--- config.mk ---
export PLATFORM = sky130hd
export DESIGN_NAME = sigma_delta_mod_mc_flat
export DESIGN_NICKNAME = d
export VERILOG_FILES = /design/src/rtl/sigma_delta_mod_mc_if.sv /design/src/rtl/sigma_delta_mod_mc.sv /design/src/flat_wrapper.sv
export SDC_FILE = /design/constraint.sdc
export NUM_CORES = 1
export LEC_CHECK = 0
export CAP_MARGIN = 40
export CORE_UTILIZATION = 25
export CTS_BUF_LIST = sky130_fd_sc_hd__clkbuf_2
export DETAILED_ROUTE_END_ITERATION = 10
export RECOVER_POWER = 100
export SYNTH_ARGS = -nofsm -noshare
export SYNTH_HDL_FRONTEND = slang
export SYNTH_SLANG_ARGS = --single-unit
export TNS_END_PERCENT = 5
--- constraint.sdc ---
create_clock -name clk -period 6.19 [get_ports clk]
set_input_delay 0.619 -clock clk [delete_from_list [all_inputs] [get_ports clk]]
set_output_delay 0.619 -clock clk [all_outputs]
set_load 0.05 [all_outputs]
--- src/rtl/sigma_delta_mod_mc_if.sv ---
// Sample/result bundle for the multi-channel sigma-delta modulator.
// The datapath side (master) drives samples and strobes; the modulator
// (slave) returns quantiser codes and overload status.
interface sigma_delta_mod_mc_if #(
  parameter int WIDTH     = 16,
  parameter int OUT_WIDTH = 1,
  parameter int CHANNELS  = 2,
  parameter int OVL_CNT_W = 16
);
  logic                          en;
  logic                          order_sel;
  logic [CHANNELS*WIDTH-1:0]     in;
  logic                          ovl_clr;
  logic [CHANNELS*OUT_WIDTH-1:0] sd_out;
  logic [CHANNELS-1:0]           ovl;
  logic                          ovl_sticky;
  logic [OVL_CNT_W-1:0]          ovl_cnt;

  modport master (
    output en, order_sel, in, ovl_clr,
    input  sd_out, ovl, ovl_sticky, ovl_cnt
  );

  modport slave (
    input  en, order_sel, in, ovl_clr,
    output sd_out, ovl, ovl_sticky, ovl_cnt
  );
endinterface

--- src/rtl/sigma_delta_mod_mc.sv ---
// Multi-channel, multi-bit error-feedback sigma-delta modulator with
// run-time 1st/2nd order selection, saturating quantiser, per-channel
// overload flags and a shared saturating overload event counter.
module sigma_delta_mod_mc #(
  parameter int WIDTH     = 16,
  parameter int OUT_WIDTH = 1,
  parameter int CHANNELS  = 2,
  parameter int OVL_CNT_W = 16
) (
  input logic                 clk,
  input logic                 rst,
  sigma_delta_mod_mc_if.slave bus
);

  // Error word width; v needs WIDTH+3 bits so u + 2*e1 - e2 never wraps.
  localparam int L  = WIDTH - OUT_WIDTH + 1;
  localparam int VW = WIDTH + 3;

  localparam logic [L-1:0]          E_MID   = {1'b1, {(L-1){1'b0}}};
  localparam logic signed [VW-1:0]  Y_MAX   = $signed({{(VW-OUT_WIDTH){1'b0}}, {OUT_WIDTH{1'b1}}});
  localparam logic signed [VW-1:0]  E_MAX   = $signed({{(VW-L){1'b0}}, {L{1'b1}}});
  localparam logic [OVL_CNT_W-1:0]  CNT_ONE = {{(OVL_CNT_W-1){1'b0}}, 1'b1};

  // Quantiser output saturation to the unsigned code range.
  function automatic logic [OUT_WIDTH-1:0] sat_code(input logic signed [VW-1:0] q);
    if (q[VW-1])    return '0;
    if (q > Y_MAX)  return '1;
    return q[OUT_WIDTH-1:0];
  endfunction

  // Residual error clamp to the unsigned L-bit error word.
  function automatic logic [L-1:0] sat_err(input logic signed [VW-1:0] r);
    if (r[VW-1])    return '0;
    if (r > E_MAX)  return '1;
    return r[L-1:0];
  endfunction

  // Event counter increment that parks at all-ones.
  function automatic logic [OVL_CNT_W-1:0] sat_inc(input logic [OVL_CNT_W-1:0] c);
    if (&c) return c;
    return c + CNT_ONE;
  endfunction

  logic                          r_order;
  logic [L-1:0]                  r_e1_p1 [CHANNELS];
  logic [L-1:0]                  r_e2_p1 [CHANNELS];
  logic [CHANNELS*OUT_WIDTH-1:0] r_sd_out_p1;
  logic [CHANNELS-1:0]           r_ovl_p1;
  logic                          r_ovl_sticky;
  logic [OVL_CNT_W-1:0]          r_ovl_cnt;

  logic signed [VW-1:0]          w_u_p0  [CHANNELS];
  logic signed [VW-1:0]          w_e1_p0 [CHANNELS];
  logic signed [VW-1:0]          w_e2_p0 [CHANNELS];
  logic signed [VW-1:0]          w_v_p0  [CHANNELS];
  logic signed [VW-1:0]          w_q_p0  [CHANNELS];
  logic signed [VW-1:0]          w_yx_p0 [CHANNELS];
  logic [OUT_WIDTH-1:0]          w_y_p0  [CHANNELS];
  logic [L-1:0]                  w_e_p0  [CHANNELS];
  logic [CHANNELS-1:0]           w_ovl_p0;
  logic [CHANNELS*OUT_WIDTH-1:0] w_y_flat_p0;
  logic                          w_flush;
  logic                          w_step;
  logic                          w_ovl_evt;

  // An order change consumes the strobe as a flush; otherwise the strobe advances the loop.
  assign w_flush   = bus.en && (bus.order_sel != r_order);
  assign w_step    = bus.en && !w_flush;
  assign w_ovl_evt = w_step && (|w_ovl_p0);

  // Stage p0: offset-binary conversion, error feedback, quantise and residual per channel.
  always_comb begin
    w_ovl_p0    = '0;
    w_y_flat_p0 = '0;
    for (int k = 0; k < CHANNELS; k++) begin
      w_u_p0[k]  = $signed({3'b000, ~bus.in[k*WIDTH+WIDTH-1], bus.in[k*WIDTH +: WIDTH-1]});
      w_e1_p0[k] = $signed({{(VW-L){1'b0}}, r_e1_p1[k]});
      w_e2_p0[k] = $signed({{(VW-L){1'b0}}, r_e2_p1[k]});
      w_v_p0[k]  = r_order ? (w_u_p0[k] + (w_e1_p0[k] <<< 1) - w_e2_p0[k])
                           : (w_u_p0[k] + w_e1_p0[k]);
      w_q_p0[k]  = w_v_p0[k] >>> L;
      w_y_p0[k]  = sat_code(w_q_p0[k]);
      w_yx_p0[k] = $signed({{(VW-OUT_WIDTH){1'b0}}, w_y_p0[k]});
      w_e_p0[k]  = sat_err(w_v_p0[k] - (w_yx_p0[k] <<< L));
      w_ovl_p0[k] = (w_q_p0[k] != w_yx_p0[k]);
      w_y_flat_p0[k*OUT_WIDTH +: OUT_WIDTH] = w_y_p0[k];
    end
  end

  // Stage p1: loop state (stored order and error history), reloaded on reset or order change.
  always_ff @(posedge clk) begin
    if (rst) begin
      r_order <= 1'b0;
      for (int k = 0; k < CHANNELS; k++) begin
        r_e1_p1[k] <= E_MID;
        r_e2_p1[k] <= E_MID;
      end
    end else if (w_flush) begin
      r_order <= bus.order_sel;
      for (int k = 0; k < CHANNELS; k++) begin
        r_e1_p1[k] <= E_MID;
        r_e2_p1[k] <= E_MID;
      end
    end else if (w_step) begin
      for (int k = 0; k < CHANNELS; k++) begin
        r_e2_p1[k] <= r_e1_p1[k];
        r_e1_p1[k] <= w_e_p0[k];
      end
    end
  end

  // Stage p1: registered codes and per-channel overload flags, held between strobes.
  always_ff @(posedge clk) begin
    if (rst) begin
      r_sd_out_p1 <= '0;
      r_ovl_p1    <= '0;
    end else if (w_step) begin
      r_sd_out_p1 <= w_y_flat_p0;
      r_ovl_p1    <= w_ovl_p0;
    end
  end

  // Shared overload accounting; a new event wins over a coincident clear.
  always_ff @(posedge clk) begin
    if (rst) begin
      r_ovl_sticky <= 1'b0;
      r_ovl_cnt    <= '0;
    end else if (w_ovl_evt) begin
      r_ovl_sticky <= 1'b1;
      r_ovl_cnt    <= bus.ovl_clr ? CNT_ONE : sat_inc(r_ovl_cnt);
    end else if (bus.ovl_clr) begin
      r_ovl_sticky <= 1'b0;
      r_ovl_cnt    <= '0;
    end
  end

  assign bus.sd_out     = r_sd_out_p1;
  assign bus.ovl        = r_ovl_p1;
  assign bus.ovl_sticky = r_ovl_sticky;
  assign bus.ovl_cnt    = r_ovl_cnt;

endmodule

--- src/flat_wrapper.sv ---
// flat-port wrapper written by rule: the top's interface ports become plain ports
module sigma_delta_mod_mc_flat 
#(
  parameter int WIDTH     = 16,
  parameter int OUT_WIDTH = 1,
  parameter int CHANNELS  = 2,
  parameter int OVL_CNT_W = 16
)
  (clk, rst, bus_en, bus_order_sel, bus_in, bus_ovl_clr, bus_sd_out, bus_ovl, bus_ovl_sticky, bus_ovl_cnt);
  sigma_delta_mod_mc_if #(.WIDTH(WIDTH), .OUT_WIDTH(OUT_WIDTH), .CHANNELS(CHANNELS), .OVL_CNT_W(OVL_CNT_W)) bus_i ();
  input logic clk;
  input logic rst;
  input wire logic [$bits(bus_i.en)-1:0] bus_en;
  input wire logic [$bits(bus_i.order_sel)-1:0] bus_order_sel;
  input wire logic [$bits(bus_i.in)-1:0] bus_in;
  input wire logic [$bits(bus_i.ovl_clr)-1:0] bus_ovl_clr;
  output wire logic [$bits(bus_i.sd_out)-1:0] bus_sd_out;
  output wire logic [$bits(bus_i.ovl)-1:0] bus_ovl;
  output wire logic [$bits(bus_i.ovl_sticky)-1:0] bus_ovl_sticky;
  output wire logic [$bits(bus_i.ovl_cnt)-1:0] bus_ovl_cnt;
  assign bus_i.en = bus_en;
  assign bus_i.order_sel = bus_order_sel;
  assign bus_i.in = bus_in;
  assign bus_i.ovl_clr = bus_ovl_clr;
  assign bus_sd_out = bus_i.sd_out;
  assign bus_ovl = bus_i.ovl;
  assign bus_ovl_sticky = bus_i.ovl_sticky;
  assign bus_ovl_cnt = bus_i.ovl_cnt;
  sigma_delta_mod_mc #(.WIDTH(WIDTH), .OUT_WIDTH(OUT_WIDTH), .CHANNELS(CHANNELS), .OVL_CNT_W(OVL_CNT_W)) u_core (.clk(clk), .rst(rst), .bus(bus_i));
endmodule
==> metrics.txt <==
final wirelength=21.11 mm; reg2reg setup slack=slightly below 1000 ps; crit-path cells=clkdlybuf4s50_1 > ha_1 > inv_1 > fa_1 > nor2b_1 > o211ai_1 > a31oi_1 > o21ai_0 > nand2b_1 > a21oi_1 > xnor2_1 > ha_1 > a21oi_1 > nor2b_1 > or4_1 > o21ai_0 > o21a_1 > nor3b_1 > or4_1 > a21oi_1 > a31o_2; GRT Util Overall=between 10% and 20%; Avg Cell Area, Syn=~8.6 sq um; antenna violations before repair=1; Peak supply drop=just under 0.09 mV; CP Capture Type=register; Worst setup endpoint=u_core.bus.ovl_cnt[9]; Sink Count=86; Worst Tran Pin Value=~2700 ps; fmax=roughly 190 MHz; Leakage=3.808 nW; number of synthesized flops with an enable pin=64; routability cong.=between 0.8 and 0.9; post-route setup slack=~850 ps; Netlist cell types=66; Psw=roughly 0.84 mW; Post-DP Area=roughly 9200 sq um; Area Overhead vs Synth=13.71%; Async SR Flop Fraction=0%; commonest non-fill, non-tap cell in the layout=ha_1; R2R Path Start=u_core.r_e1_p1[0][3]; Die W=about 180 um; drt pass-1 iters=5; clk_lat worst skew=~620 ps; Final Setup Violations=0; crit path from=bus_in[17]; internal power=between 1 and 1.5 mW; dpl ws=between 400 and 500 ps; CP max-delay cell=or4_1; Clock Pin Slew Worst Setup and Hold Paths=around 260 ps; ys flop type=edfxtp_1; largest net degree at the start of global routing=47; main area contributors after synthesis=edfxtp_1, ha_1, xnor2_1; Min Clock Period, post-route=between 5000 and 6000 ps; Tcrit/Tclk final=approximately 86%; Starting Density=approximately 25%; Iteration-0 DRC Markers=343; CP Launch Type=primary input; die area=between 30000 and 40000 sq um; fin. max-slew vios=127; fill count=roughly 3400; Worst Path Required=between 6000 and 7000 ps; layout cell share with drive strength beyond 1=approximately 4.7%; Clk network pwr share=between 10% and 20%; CP Class=in2reg; CTS tree=built; syn nets=1077; via/cell ratio=around 5; RR Endpoint=u_core.bus.ovl_cnt[9]; first-pass GRT wire length=between 30 and 40 mm; clk_skew=between 20 and 30 ps; slew margin rel.=-83.09%; num ports=58; port bufs=57; pwr dens=roughly 220 nW/um^2; GRT overflow=0; CP max FO=18; # DRC=0; synthesized flop and latch total=86; Post-CTS Hold Fix Bufs=0; DRT antenna net count=0; Synth top area share=between 20% and 30%; Flop pwr share=roughly 34%; PostCTS Resize Cnt=0; FP Rows=65; Seq/Total Area, Yosys=29.21%; fin area=approximately 9200 sq um; H-tree depth=3; status=finished with violations; most frequent cells in the layout=ha_1, a21oi_1, nor2_1; number of max-cap violations=3; CP arrival=about 5900 ps; final setup TNS=0 ps; CTS buffer count=9; Final nets=1129; most used cell, CP=a21oi_1; slowest stage delay, CP=around 640 ps; Tot Pwr=2.016 mW; setup bufs post-CTS=0; CP Depth=21; Final Hold Fails=0; Cells after Synth=between 900 and 1000; WL/cell=around 15 um; CP delay by family, top=simple AND/OR/NAND/NOR gates; DR vias=between 6000 and 7000; Buf+Inv Stages, Crit Path=2; sw frac=approximately two fifths; DIE HEIGHT=between 150 and 200 um; Comb power frac=a little over half; path depth of the worst reg2reg path=17; Core ar.=31720 sq um; Mapped Area=about 8100 sq um; YS warnings=0; area leader, netlist=edfxtp_1; RSZ-0062 raised after global routing=false; final core occ=28.99%; vias in the first global route=approximately 7000; class of the worst hold path=reg2reg; failing checks=capacitance limit, slew limit; DPL Wire Length=15.97 mm; clock buffer depth=2; Root Driver=clkbuf_2
[worst min path at each step]
stage / slack [ps] / end / startpoint / depth (start not counted)
2_1_floorplan: 560 / u_core.r_e2_p1[0][0] / u_core.r_e1_p1[0][0] / 1
3_3_place_gp: 520 / u_core.bus.ovl_cnt[15] / u_core.bus.ovl_cnt[15] / 2
3_5_place_dp: 520 / u_core.bus.ovl_cnt[6] / u_core.bus.ovl_cnt[6] / 2
4_1_cts: 550 / u_core.bus.ovl_cnt[6] / u_core.bus.ovl_cnt[6] / 2
5_1_grt: 570 / u_core.bus.ovl_cnt[15] / u_core.bus.ovl_cnt[15] / 2
6_report: 540 / u_core.bus.ovl[0] / u_core.bus.ovl[0] / 2
[worst reg2reg max path: stages, from the launching register on]
cell	delay [ps]
edfxtp_1	520
ha_1	390
nand3_1	100
o22ai_1	260
a2bb2oi_1	500
a21oi_1	190
xnor2_1	160
ha_1	310
and4_1	220
and2_1	180
nand2_1	60
a211oi_1	50
o31a_1	290
o21a_1	200
nor4b_1	700
or4_1	630
a21oi_1	140
a31o_2	230
[registers in the layout (all words and copies together), names as in the netlist]
signal and cells:
u_core.r_e1_p1 32, u_core.r_e2_p1 32, u_core.bus.ovl_cnt 16, u_core.bus.ovl 2
u_core.bus.sd_out 2, u_core.bus.ovl_sticky 1, u_core.r_order 1
[synth_stat cells (all sizes together), types with 4 or more instances]
| master | count |
|---|---|
| nand2b | 14 |
| nand3 | 27 |
| a21oi | 88 |
| and2 | 31 |
| edfxtp | 64 |
| nor2 | 74 |
| o41ai | 5 |
| o21bai | 10 |
| a211o | 5 |
| and3 | 17 |
| nand2 | 55 |
| buf | 4 |
| ha | 95 |
| a21o | 20 |
| o21ai | 54 |
| or3 | 8 |
| nand4 | 6 |
| or4 | 5 |
| o21a | 19 |
| a31o | 5 |
| xnor2 | 52 |
| clkbuf | 22 |
| o211ai | 9 |
| a211oi | 13 |
| a31oi | 13 |
| nor2b | 12 |
| inv | 66 |
| dfxtp | 22 |
| o311ai | 6 |
| or2 | 9 |
| o22ai | 5 |
| a221oi | 7 |
| xor2 | 27 |
| nor4 | 4 |
| fa | 6 |
| nor3 | 31 |
[metal layers]
metal	vias up	wire length (um)	GRT usage, %
met1	3279	10450	17.98
met2	147	9652	21.26
met5	-	0	0
met3	19	766	1.885
met4	0	242	3.630
li1	3554	-	-
[cells by family (layout without fill, tap and decap cells)]
logic type               after synthesis  in the layout  share of synthesized area [%]
XOR/XNOR                              79             79                          8.556
other                                  0              1                              0
multiplexers                           4              4                         0.5106
AO/OA/AOI/OAI                        275            275                          22.09
AND/OR/NAND/NOR                      302            302                          19.11
adder cells (fa/ha/maj)              101            101                          16.18
flip-flops                            86             86                          29.21
buffers and inverters                 92            149                          4.332
[power by group through the flow]
| stage | logic (mW) | clock network [mW] | registers, mW |
|---|---|---|---|
| finish | 1.05 | 0.278 | 0.686 |
| global route | 1.18 | 0.306 | 0.691 |
| CTS | 1.06 | 0.288 | 0.686 |
| detailed placement | 1.05 | 0 | 0.698 |
| global placement | 1.05 | 0 | 0.698 |
| floorplan | 0.816 | 0 | 0.697 |
[metrics by stage]
step | cells | hold WS [ps]
2_1_floorplan | 939 | 558.2
3_3_place_gp | 1381 | 516.1
3_5_place_dp | 1382 | 521.1
4_1_cts | 1398 | 550.4
5_1_grt | 1399 | 573.7
6_report | 1399 | 542.6
[cell type report]
class | instances | area (sq um) | share of cell area, %
Multi-Input combinational cell | 761 | 5363 | 58.32
Sequential cell | 86 | 2362 | 25.69
Timing Repair Buffer | 67 | 630.6 | 6.858
Tap cell | 402 | 503.0 | 5.470
Inverter | 66 | 247.7 | 2.694
Clock buffer | 10 | 50.05 | 0.5443
Clock inverter | 6 | 36.28 | 0.3946
Antenna cell | 1 | 2.502 | 0.02721
No activity file was read; power rests on OpenSTA's default activity.
